==> src/rtl/mha_pkg.sv <==
// -----------------------------------------------------------------------------
// mha_pkg
// Shared definitions for the MHA matrix-array processing elements.
//   - Default data-path parameters (Q2.13 at 16 bits, 3-cycle multiplier,
//     4 accumulator guard bits).
//   - Mode encodings for the PE (pass-sum / output-stationary accumulate).
//   - Fixed-point helpers working on a 64-bit signed carrier so that any
//     parametrisation with 2*DW+GUARD+2 <= 64 can share them:
//       round_shr : add half an LSB (round half up), arithmetic shift right.
//       sat_to    : clamp to the signed range of a dw-bit word.
// -----------------------------------------------------------------------------
package mha_pkg;

  localparam int DW_DEF      = 16;
  localparam int FW_DEF      = 13;
  localparam int MUL_LAT_DEF = 3;
  localparam int GUARD_DEF   = 4;

  localparam logic MODE_PASS = 1'b0;
  localparam logic MODE_ACC  = 1'b1;

  // Round half up then drop fw fraction bits.
  function automatic logic signed [63:0] round_shr(input logic signed [63:0] p,
                                                   input int fw);
    return (p + (64'sd1 <<< (fw - 1))) >>> fw;
  endfunction

  // Clamp v into [-(2^(dw-1)), 2^(dw-1)-1].
  function automatic logic signed [63:0] sat_to(input logic signed [63:0] v,
                                                input int dw);
    logic signed [63:0] hi;
    logic signed [63:0] lo;
    hi = (64'sd1 <<< (dw - 1)) - 64'sd1;
    lo = -(64'sd1 <<< (dw - 1));
    if (v > hi) begin
      return hi;
    end else if (v < lo) begin
      return lo;
    end
    return v;
  endfunction

endpackage

==> src/rtl/fxp_mul_pipe.sv <==
// -----------------------------------------------------------------------------
// fxp_mul_pipe
// LAT-stage signed fixed-point multiplier with a valid bit per stage and no
// stall input. Stage 0 registers the full 2*DW product; the remaining stages
// only delay it. Rounding (half up) and the FW-bit arithmetic shift are applied
// on the last stage's output, so O_P is the rounded product aligned to the
// operand scaling, LAT cycles after I_VLD was sampled.
// Ports:
//   I_CLK    clock
//   I_RST_N  synchronous active-low reset (clears stage valids)
//   I_CLR    synchronous flush of all stage valids
//   I_VLD    operand pair valid
//   I_A,I_B  signed DW-bit operands
//   O_VLD    last-stage valid
//   O_P      rounded, shifted product, 2*DW-FW+1 bits signed
//   O_BUSY   any stage holds a valid product
// -----------------------------------------------------------------------------
module fxp_mul_pipe
  import mha_pkg::*;
#(
  parameter int DW  = DW_DEF,
  parameter int FW  = FW_DEF,
  parameter int LAT = MUL_LAT_DEF
) (
  input  logic                   I_CLK,
  input  logic                   I_RST_N,
  input  logic                   I_CLR,
  input  logic                   I_VLD,
  input  logic signed [DW-1:0]   I_A,
  input  logic signed [DW-1:0]   I_B,
  output logic                   O_VLD,
  output logic signed [2*DW-FW:0] O_P,
  output logic                   O_BUSY
);

  localparam int PW = 2 * DW - FW + 1;

  logic                   vld_reg  [LAT];
  logic signed [2*DW-1:0] prod_reg [LAT];

  genvar gi;
  generate
    for (gi = 0; gi < LAT; gi++) begin : g_stage
      if (gi == 0) begin : g_head
        always_ff @(posedge I_CLK) begin
          if (!I_RST_N || I_CLR) begin
            vld_reg[gi] <= 1'b0;
          end else begin
            vld_reg[gi] <= I_VLD;
          end
          prod_reg[gi] <= (2 * DW)'(I_A) * (2 * DW)'(I_B);
        end
      end else begin : g_body
        always_ff @(posedge I_CLK) begin
          if (!I_RST_N || I_CLR) begin
            vld_reg[gi] <= 1'b0;
          end else begin
            vld_reg[gi] <= vld_reg[gi-1];
          end
          prod_reg[gi] <= prod_reg[gi-1];
        end
      end
    end
  endgenerate

  always_comb begin
    O_BUSY = 1'b0;
    for (int i = 0; i < LAT; i++) begin
      O_BUSY = O_BUSY | vld_reg[i];
    end
  end

  assign O_VLD = vld_reg[LAT-1];
  assign O_P   = PW'(round_shr(64'(prod_reg[LAT-1]), FW));

endmodule

==> src/rtl/pe_mac_sys.sv <==
// -----------------------------------------------------------------------------
// pe_mac_sys
// Systolic processing element for the MHA matrix arrays. One signed
// fixed-point multiply can be issued every cycle; there is no back-pressure.
//   MODE=0 (pass-sum): O_OUT = narrow(x*w + d), d from the row above.
//   MODE=1 (accumulate): products are summed in a DW+GUARD bit accumulator;
//          the issue tagged I_LAST emits narrow(acc + prod) and restarts at 0.
// Each issue carries its own mode/last/d tag through a delay line matched to
// the multiplier, so modes may be mixed freely issue by issue. X is forwarded
// to the right neighbour one cycle after input.
// Build option: define PE_SAT_EN to make narrow() saturate to the DW-bit
// signed range; without it narrow() keeps the low DW bits (wraps).
// Ports:
//   I_CLK, I_RST_N          clock, synchronous active-low reset
//   I_MODE                  0=pass-sum, 1=accumulate, sampled per issue
//   I_X_VLD, I_X, I_W       issue strobe and operands
//   I_D_VLD, I_D            partial sum from above (MODE=0 only)
//   I_LAST                  MODE=1 issue closes the dot product
//   I_CLR                   flush pipeline and accumulator
//   O_X_VLD, O_X            forwarded operand (0 when invalid)
//   O_OUT_VLD, O_OUT        one-cycle result pulse (O_OUT=0 when invalid)
//   O_BUSY                  any multiplier stage valid or accumulation open
// -----------------------------------------------------------------------------
module pe_mac_sys
  import mha_pkg::*;
#(
  parameter int DW      = DW_DEF,
  parameter int FW      = FW_DEF,
  parameter int MUL_LAT = MUL_LAT_DEF,
  parameter int GUARD   = GUARD_DEF
) (
  input  logic                 I_CLK,
  input  logic                 I_RST_N,
  input  logic                 I_MODE,
  input  logic                 I_X_VLD,
  input  logic signed [DW-1:0] I_X,
  input  logic signed [DW-1:0] I_W,
  input  logic                 I_D_VLD,
  input  logic signed [DW-1:0] I_D,
  input  logic                 I_LAST,
  input  logic                 I_CLR,
  output logic                 O_X_VLD,
  output logic signed [DW-1:0] O_X,
  output logic                 O_OUT_VLD,
  output logic signed [DW-1:0] O_OUT,
  output logic                 O_BUSY
);

  localparam int ACC_W = DW + GUARD;
  localparam int PW    = 2 * DW - FW + 1;

  logic                 p_vld;
  logic signed [PW-1:0] p_prod;
  logic                 pipe_busy;

  logic                 tag_mode_reg [MUL_LAT];
  logic                 tag_last_reg [MUL_LAT];
  logic signed [DW-1:0] tag_d_reg    [MUL_LAT];

  logic signed [ACC_W-1:0] acc_reg;
  logic                    acc_open_reg;

  logic signed [63:0]   sum_next;
  logic signed [DW-1:0] res_next;

  fxp_mul_pipe #(
    .DW  (DW),
    .FW  (FW),
    .LAT (MUL_LAT)
  ) u_mul (
    .I_CLK   (I_CLK),
    .I_RST_N (I_RST_N),
    .I_CLR   (I_CLR),
    .I_VLD   (I_X_VLD),
    .I_A     (I_X),
    .I_B     (I_W),
    .O_VLD   (p_vld),
    .O_P     (p_prod),
    .O_BUSY  (pipe_busy)
  );

  // Tag delay line, aligned with the multiplier stages. Only the multiplier
  // carries valids, so the tags need no flush of their own.
  genvar gi;
  generate
    for (gi = 0; gi < MUL_LAT; gi++) begin : g_tag
      if (gi == 0) begin : g_head
        always_ff @(posedge I_CLK) begin
          if (!I_RST_N) begin
            tag_mode_reg[gi] <= 1'b0;
            tag_last_reg[gi] <= 1'b0;
            tag_d_reg[gi]    <= '0;
          end else begin
            tag_mode_reg[gi] <= I_MODE;
            tag_last_reg[gi] <= I_LAST;
            tag_d_reg[gi]    <= I_D_VLD ? I_D : '0;
          end
        end
      end else begin : g_body
        always_ff @(posedge I_CLK) begin
          if (!I_RST_N) begin
            tag_mode_reg[gi] <= 1'b0;
            tag_last_reg[gi] <= 1'b0;
            tag_d_reg[gi]    <= '0;
          end else begin
            tag_mode_reg[gi] <= tag_mode_reg[gi-1];
            tag_last_reg[gi] <= tag_last_reg[gi-1];
            tag_d_reg[gi]    <= tag_d_reg[gi-1];
          end
        end
      end
    end
  endgenerate

  // Sum in a 64-bit carrier so neither the pass-sum add nor the final
  // accumulate step can overflow before narrowing.
  always_comb begin
    sum_next = '0;
    res_next = '0;
    if (tag_mode_reg[MUL_LAT-1] == MODE_PASS) begin
      sum_next = 64'(tag_d_reg[MUL_LAT-1]) + 64'(p_prod);
    end else begin
      sum_next = 64'(acc_reg) + 64'(p_prod);
    end
`ifdef PE_SAT_EN
    res_next = DW'(sat_to(sum_next, DW));
`else
    res_next = DW'(sum_next);
`endif
  end

  always_ff @(posedge I_CLK) begin
    if (!I_RST_N) begin
      O_X_VLD      <= 1'b0;
      O_X          <= '0;
      O_OUT_VLD    <= 1'b0;
      O_OUT        <= '0;
      acc_reg      <= '0;
      acc_open_reg <= 1'b0;
    end else begin
      // Forwarding is independent of flushes.
      O_X_VLD <= I_X_VLD;
      O_X     <= I_X_VLD ? I_X : '0;

      O_OUT_VLD <= 1'b0;
      O_OUT     <= '0;
      if (I_CLR) begin
        acc_reg      <= '0;
        acc_open_reg <= 1'b0;
      end else if (p_vld) begin
        if (tag_mode_reg[MUL_LAT-1] == MODE_PASS) begin
          O_OUT_VLD <= 1'b1;
          O_OUT     <= res_next;
        end else if (tag_last_reg[MUL_LAT-1]) begin
          O_OUT_VLD    <= 1'b1;
          O_OUT        <= res_next;
          acc_reg      <= '0;
          acc_open_reg <= 1'b0;
        end else begin
          acc_reg      <= ACC_W'(sum_next);
          acc_open_reg <= 1'b1;
        end
      end
    end
  end

  assign O_BUSY = pipe_busy | acc_open_reg;

endmodule

==> config.mk <==
export PLATFORM = sky130hd
export DESIGN_NAME = pe_mac_sys
export DESIGN_NICKNAME = d
export VERILOG_FILES = /design/src/rtl/mha_pkg.sv /design/src/rtl/fxp_mul_pipe.sv /design/src/rtl/pe_mac_sys.sv
export SDC_FILE = /design/constraint.sdc
export NUM_CORES = 1
export LEC_CHECK = 0
export CAP_MARGIN = 20
export CORE_ASPECT_RATIO = 1.5
export CORE_MARGIN = 5
export CORE_UTILIZATION = 30
export DETAILED_ROUTE_END_ITERATION = 8
export DONT_BUFFER_PORTS = 1
export HOLD_SLACK_MARGIN = 0.1
export PLACE_DENSITY = 0.51
export SYNTH_ARGS = -nofsm -noshare
export SYNTH_HDL_FRONTEND = slang
export SYNTH_SLANG_ARGS = --single-unit
==> constraint.sdc <==
create_clock -name I_CLK -period 14.3 [get_ports I_CLK]
set_clock_uncertainty 0.1 [all_clocks]
set_input_delay 2.86 -clock I_CLK [delete_from_list [all_inputs] [get_ports I_CLK]]
set_output_delay 2.86 -clock I_CLK [all_outputs]
set_load 0.02 [all_outputs]
==> results of run 1 <==
-- through the flow --
stage | instances | utilization (%) | instance area [um^2] | setup WS, ns | hold WS, ns
6_report | 2024 | 32.6 | 15200 | 6.09 | 0.225
5_1_grt | 2024 | 32.6 | 15200 | 5.80 | 0.231
4_1_cts | 2022 | 32.6 | 15100 | 6.13 | 0.226
3_5_place_dp | 1990 | 31.4 | 14600 | 5.70 | 0.212
3_3_place_gp | 1990 | 31.4 | 14600 | 5.80 | 0.211
2_1_floorplan | 1442 | - | 14000 | 6.05 | 0.210
-- area by class of cell --
type,count,share of cell area [%]
clock buffers,18,2.83
diodes,2,0.0330
multi-input cells,934,62.8
repair buffers,1,0.0495
well taps,594,4.90
flip-flops and latches,159,21.0
inverters,302,7.48
clock inverters,14,0.859
-- per-layer routing --
layer	GRT usage (%)	vias to the layer above
met5	0	-
met4	6.33	2
met3	2.16	61
met2	26.0	208
met1	16.0	4613
li1	-	4266
-- logic make-up after synthesis --
kind of cell	Yosys count	share of synthesized area, %
DFF	159	22.7
and+or+nand+nor	438	16.1
buffers and inverters	349	9.36
xor gates and xnor gates	62	3.87
AOI/OAI and AO/OA	88	4.47
adders and majority gates	330	42.3
muxes	16	1.28
-- synth_stat cells (all sizes together) (2+ instances only) --
cell type | number | share of area [%]
o211ai | 3 | 0.16
o21bai | 3 | 0.19
a31oi | 4 | 0.33
a21oi | 25 | 1.0
xor2 | 20 | 1.2
a21o | 8 | 0.43
mux2 | 15 | 1.2
o21ai | 16 | 0.62
o21a | 7 | 0.37
nand4 | 7 | 0.31
nand2b | 13 | 0.58
or4 | 2 | 0.11
and3 | 37 | 1.7
and2 | 163 | 7.3
a22oi | 8 | 0.43
buf | 2 | 0.062
a2bb2oi | 2 | 0.13
nand3 | 17 | 0.64
ha | 91 | 8.1
inv | 301 | 8.1
xnor2 | 42 | 2.6
dfxtp | 159 | 23
fa | 239 | 34
nor2b | 2 | 0.089
nor2 | 51 | 1.4
nor3 | 6 | 0.21
a41o | 2 | 0.14
a211oi | 5 | 0.27
nand2 | 137 | 3.7
clkbuf | 45 | 1.2
-- final timing paths --
check | start | endpoint | slack [ns] | cells past startpoint
min | u_mul.prod_reg[0][47] | u_mul.prod_reg[0][79] | 0.23 | 0
max reg2reg | tag_mode_reg[2] | acc_reg[14] | 10.52 | 11
min reg2reg | u_mul.prod_reg[0][47] | u_mul.prod_reg[0][79] | 0.23 | 0
max | I_X[15] | u_mul.prod_reg[0][28] | 6.09 | 19
-- worst max-delay path, cell delays in order --
cell,delay [ns]
and2_1,0.16
fa_1,0.66
inv_1,0.15
fa_1,0.68
inv_1,0.19
fa_1,0.49
fa_1,0.52
fa_1,0.50
inv_1,0.05
fa_1,0.57
inv_1,0.05
ha_1,0.35
a21o_1,0.23
nor2_1,0.12
o211ai_1,0.17
a21oi_2,0.24
o21ai_1,0.10
a31oi_1,0.21
xnor2_1,0.14
==> flow_summary_export.csv, run 1 <==
group,metric,value,unit
clock_tree,cts_setup_buffers,0,
timing,setup_viol,0,
route,met1Wirelength,13600,um
route,routedWlPerCell,17.1,um
synth,ys.flop_type,"dfxtp_1",
place,place_congestion,0.849,
clock_tree,cts_sinks,159,
global_routing,grt_pass1_vias,10400,
hold_path,min-delay-path-class,"reg2reg",
layout,final_common_cell,"inv_1",
timing,slew_viol_final,0,
synth,avgSynthCellArea,9.72,um^2
critical_path,critPathMaxFanout,15,
synth,syn_nets,1827,
floorplanning,start_util,30.2,%
synth,synth_cell_types,48,
floorplanning,die_h,275,um
timing,fmax,0.122,GHz
route,first_pass_iters,4,
route,drc,0,
timing,finalHoldViolations,0,
route,vias,9150,
timing,slew_headroom,39.9,%
clock_tree,numCtsBuffers,17,
layout,multiInputGateArea,9520,um^2
synth,ys_ff_latch,159,
layout,drive_gt1_share,4.20,%
critical_path,setup.worst_path.class,"in2reg",
floorplanning,io_pins,90,
timing,tightest_slew,0.901,ns
clock_tree,cts_resized,0,
layout,most-common-layout-cells,"301 x inv_1, 239 x fa_1, 163 x and2_1",
synth,synth_edf_count,0,
route,met3WireLength,1430,um
clock_tree,cts_hold_buf,0,
global_routing,grt_max_degree,74,
place,portBuffers,0,
route,antenna_left,0,
synth,postSynthCellCount,1442,
timing,min_period,8.21,ns
critical_path,worstPathArrival,8.46,ns
timing,rsz0062_at_grt,"no",
layout,largest_reg_flops,51,
critical_path,required,14.55,ns
critical_path,start_kind,"input pin",
run,drv_cap,0,
synth,ys_warn_count,0,
layout,area_delta_synth_final,8.11,%
floorplanning,fp.dieW,186,um
route,drt_iter0_drc,353,
clock_tree,ctsLongestPathBuffers,2,
global_routing,antenna_found_initial,4,
clock_tree,clock_latency,0.42,ns
route,wl_met2,18200,um
route,highest_layer,"met5",
critical_path,worst_setup_path_end_kind,"flop",
global_routing,track_usage,14.1,%
place,dp_hpwl,27900,um
timing,tns,0,ns
synth,async_reset_ff_share,0,%
global_routing,grt_pass1_wl,56600,um
synth,seq_area_frac_synth,22.7,%
clock_tree,clk_pin_slew,0.06,ns
floorplanning,coreArea,46500,um^2
route,wl,34600,um
layout,fill_cells,4808,
layout,area.sequential,3180,um^2
layout,final_nets,1800,
timing,post-route-period-util,57.4,%
clock_tree,cts_htree_levels,4,
synth,syn_area,14000,um^2
clock_tree,root_buffer,"clkbuf_16",
floorplanning,rows,97,
route,vias_per_cell,4.52,
floorplanning,die_area,51200,um^2
global_routing,overflow,0,
run_status,status,"finished clean",
clock_tree,cts_tree,"done",
Power of run 1 is not shown: default switching activity piles up to over one toggle a cycle in this logic, so the estimate is an artifact.
==> run 2: changes to the inputs <==
Clock period 14.3 ns to 8.2 ns, I/O delays scaled along.
==> flow_summary_export.csv, run 2 (synthesis results as in run 1) <==
group,metric,value,unit
layout,drive_gt1_share,4.13,%
timing,post-route-period-util,85.0,%
critical_path,worstPathArrival,7.17,ns
place,portBuffers,0,
route,routedWlPerCell,17.2,um
layout,fill_cells,4847,
route,vias,9119,
timing,fmax,0.143,GHz
clock_tree,cts_setup_buffers,0,
clock_tree,cts_htree_levels,4,
critical_path,worst_setup_path_end_kind,"flop",
route,first_pass_iters,5,
route,vias_per_cell,4.51,
run_status,status,"finished clean",
clock_tree,clk_pin_slew,0.06,ns
critical_path,cp_num_buf_inv,4,
route,wl,34800,um
critical_path,cp_cell_sequence,"and2_1 > fa_1 > inv_1 > fa_1 > inv_1 > fa_1 > fa_1 > fa_1 > inv_1 > fa_1 > inv_1 > ha_1 > a21o_1 > nor2_1 > o211ai_1 > a21oi_2 > o21ai_1 > a31oi_1 > xnor2_1",
clock_tree,cts_resized,0,
hold_path,min-delay-path-class,"reg2reg",
critical_path,critPathMaxFanout,15,
floorplanning,start_util,30.2,%
timing,rsz0062_at_grt,"no",
clock_tree,ctsLongestPathBuffers,2,
timing,min_period,6.97,ns
layout,final_common_cell,"inv_1",
global_routing,grt_max_degree,74,
route,drc,0,
timing,tightest_slew,0.881,ns
floorplanning,io_pins,90,
layout,area_delta_synth_final,8.41,%
clock_tree,clock_latency,0.42,ns
layout,area.sequential,3180,um^2
timing,slew_headroom,41.2,%
critical_path,cp_slowest_cell,"fa_1",
critical_path,regToRegSetupSlack,4.45,ns
place,dp_hpwl,27900,um
floorplanning,fp.dieW,186,um
layout,final_nets,1800,
global_routing,track_usage,14.1,%
route,antenna_left,0,
run,drv_cap,0,
critical_path,cpMostUsedCell,"fa_1",
clock_tree,cts_sinks,159,
layout,largest_reg_flops,51,
critical_path,required,8.40,ns
clock_tree,numCtsBuffers,17,
layout,most-common-layout-cells,"301 x inv_1, 239 x fa_1, 163 x and2_1",
critical_path,cpLargestDelayFamily,"adder cells",
critical_path,setup.worst_path.class,"in2reg",
critical_path,max_stage_delay,0.67,ns
layout,multiInputGateArea,9520,um^2
clock_tree,cts_hold_buf,0,
global_routing,antenna_found_initial,4,
floorplanning,die_area,51200,um^2
floorplanning,die_h,275,um
place,place_congestion,0.849,
global_routing,grt_pass1_wl,56800,um
route,drt_iter0_drc,316,
clock_tree,root_buffer,"clkbuf_16",
timing,setup_viol,0,
critical_path,start_kind,"input pin",
global_routing,overflow,0,
floorplanning,coreArea,46500,um^2
timing,finalHoldViolations,0,
timing,tns,0,ns
clock_tree,cts_tree,"done",
floorplanning,rows,97,
timing,slew_viol_final,0,
global_routing,grt_pass1_vias,10500,
run 2: path summary, 6_finish.rpt:
check                   startpoint                     to  cells past startpoint
max                        I_X[15]  u_mul.prod_reg[0][28]                     19
max reg2reg        tag_mode_reg[2]            acc_reg[14]                     11
min reg2reg  u_mul.prod_reg[0][47]  u_mul.prod_reg[0][79]                      0
min          u_mul.prod_reg[0][47]  u_mul.prod_reg[0][79]                      0
run 2: through the flow:
step | cells | area, um^2 | setup WS (ns) | util, % | hold slack [ns]
detailed placement | 1990 | 14600 | 0.830 | 31.4 | 0.212
CTS | 2021 | 15200 | 1.25 | 32.7 | 0.225
finish | 2023 | 15200 | 1.23 | 32.7 | 0.222
floorplan | 1442 | 14000 | 1.17 | - | 0.210
global placement | 1990 | 14600 | 0.917 | 31.4 | 0.211
global route | 2021 | 15200 | 0.931 | 32.7 | 0.227
run 2: routing by layer:
| metal | vias up | GRT usage, % | wire length (um) | share of wire (%) |
|---|---|---|---|---|
| met4 | 0 | 5.95 | 1340 | 3.8 |
| met3 | 56 | 2.08 | 1210 | 3.5 |
| met5 | - | 0 | 0 | 0 |
| met1 | 4579 | 16.0 | 14100 | 40 |
| li1 | 4259 | - | - | - |
| met2 | 225 | 26.4 | 18200 | 52 |
run 2: cell type report:
type / instances / area share, %
clock inverters: 11 / 0.947
diodes: 2 / 0.0329
well taps: 594 / 4.89
multi-input cells: 934 / 62.7
repair buffers: 1 / 0.0494
inverters: 302 / 7.46
flip-flops and latches: 159 / 20.9
clock buffers: 20 / 3.01
Power of run 2 is left out for the same reason.
==> run 3: changes to the inputs <==
Settings changed: CORE_UTILIZATION 30 to 35, PLACE_DENSITY 0.51 to 0.56.
==> flow_summary_export.csv, run 3 (synthesis results as in run 1) <==
group,metric,value,unit
place,place_congestion,0.857,
floorplanning,die_h,255,um
clock_tree,ctsLongestPathBuffers,2,
layout,final_common_cell,"inv_1",
layout,drive_gt1_share,4.00,%
global_routing,grt_max_degree,74,
route,drt_iter0_drc,423,
clock_tree,clock_latency,0.42,ns
route,routedWlPerCell,17.5,um
floorplanning,io_pins,90,
floorplanning,coreArea,39500,um^2
timing,setup_slack,1.27,ns
run,drv_cap,0,
timing,tns,0,ns
clock_tree,clk_pin_slew,0.06,ns
global_routing,grt_pass1_wl,54900,um
timing,tightest_slew,0.920,ns
place,place_ws,0.836,ns
global_routing,antenna_found_initial,2,
clock_tree,numCtsBuffers,17,
timing,min_period,6.93,ns
critical_path,setup.worst_path.class,"in2reg",
clock_tree,root_buffer,"clkbuf_16",
layout,largest_reg_flops,51,
critical_path,critPathMaxFanout,15,
clock_tree,cts_hold_buf,0,
timing,finalHoldViolations,0,
critical_path,start_kind,"input pin",
clock_tree,cts_resized,0,
timing,slew_headroom,38.6,%
timing,rsz0062_at_grt,"no",
clock_tree,cts_setup_buffers,0,
run_status,status,"finished clean",
route,drc,0,
route,antenna_left,0,
floorplanning,start_util,35.5,%
timing,post-route-period-util,84.6,%
clock_tree,cts_tree,"done",
route,first_pass_iters,5,
floorplanning,die_area,44200,um^2
critical_path,worst_setup_path_end_kind,"flop",
place,portBuffers,0,
layout,most-common-layout-cells,"301 x inv_1, 239 x fa_1, 163 x and2_1",
global_routing,track_usage,15.9,%
layout,final_nets,1800,
timing,fmax,0.144,GHz
clock_tree,cts_sinks,159,
global_routing,overflow,0,
layout,antenna_cells,0,
route,wl,33700,um
floorplanning,fp.dieW,173,um
floorplanning,rows,89,
timing,slew_viol_final,0,
place,dp_hpwl,26900,um
route,vias,9180,
hold_path,min-delay-path-class,"reg2reg",
layout,area_delta_synth_final,7.44,%
global_routing,grt_pass1_vias,10200,
timing,setup_viol,0,
critical_path,worstPathArrival,7.18,ns
route,vias_per_cell,4.77,
clock_tree,cts_htree_levels,4,
critical_path,required,8.45,ns
## run 3: cell types whose count changed in the layout (fill, tap and decap cells not counted), sizes merged
cell      delta
clkinvlp     +4
inv          -3
clkbuf       -2
clkinv       -2
diode        -2
bufinv       +1
## run 3: worst max-delay path: stages
cell and delay (ns):
and2_1 0.15, fa_1 0.67, inv_1 0.15, fa_1 0.65, inv_1 0.17, fa_1 0.49
fa_1 0.50, fa_1 0.49, inv_1 0.05, fa_1 0.56, inv_1 0.05, ha_1 0.34
a21o_1 0.22, nor2_1 0.13, o211ai_1 0.16, a21oi_2 0.25, o21ai_1 0.11, a31oi_1 0.23
xnor2_1 0.15
## run 3: cell type report
cell class	instances	area (um^2)
clock buffers	18	429
clock inverters	11	158
fillers	3950	24500
inverters	302	1130
multi-input cells	934	9520
flip-flops and latches	159	3180
well taps	500	626
repair buffers	1	7.51
## run 3: per-layer routing
layer	GRT usage (%)	vias up	part of all wire [%]
li1	-	4267	-
met1	18.3	4596	40
met2	28.5	233	50
met3	2.69	84	4.1
met4	8.38	0	5.2
met5	0	-	0
## run 3: worst paths after layout
check / start / end / slack [ns] / depth (start not counted)
max: I_X[15] / u_mul.prod_reg[0][28] / 1.27 / 19
min: u_mul.prod_reg[0][48] / u_mul.prod_reg[0][80] / 0.22 / 0
max reg2reg: tag_mode_reg[2] / acc_reg[14] / 4.38 / 11
min reg2reg: u_mul.prod_reg[0][48] / u_mul.prod_reg[0][80] / 0.22 / 0
## run 3: per-stage QoR
step | hold slack, ns | util (%) | cell area [um^2] | instances
2_1_floorplan | 0.210 | - | 14000 | 1442
3_3_place_gp | 0.210 | 36.6 | 14500 | 1896
3_5_place_dp | 0.212 | 36.6 | 14500 | 1896
4_1_cts | 0.224 | 38.1 | 15100 | 1925
5_1_grt | 0.227 | 38.1 | 15100 | 1925
6_report | 0.225 | 38.1 | 15100 | 1925
Power of run 3 is left out for the same reason.
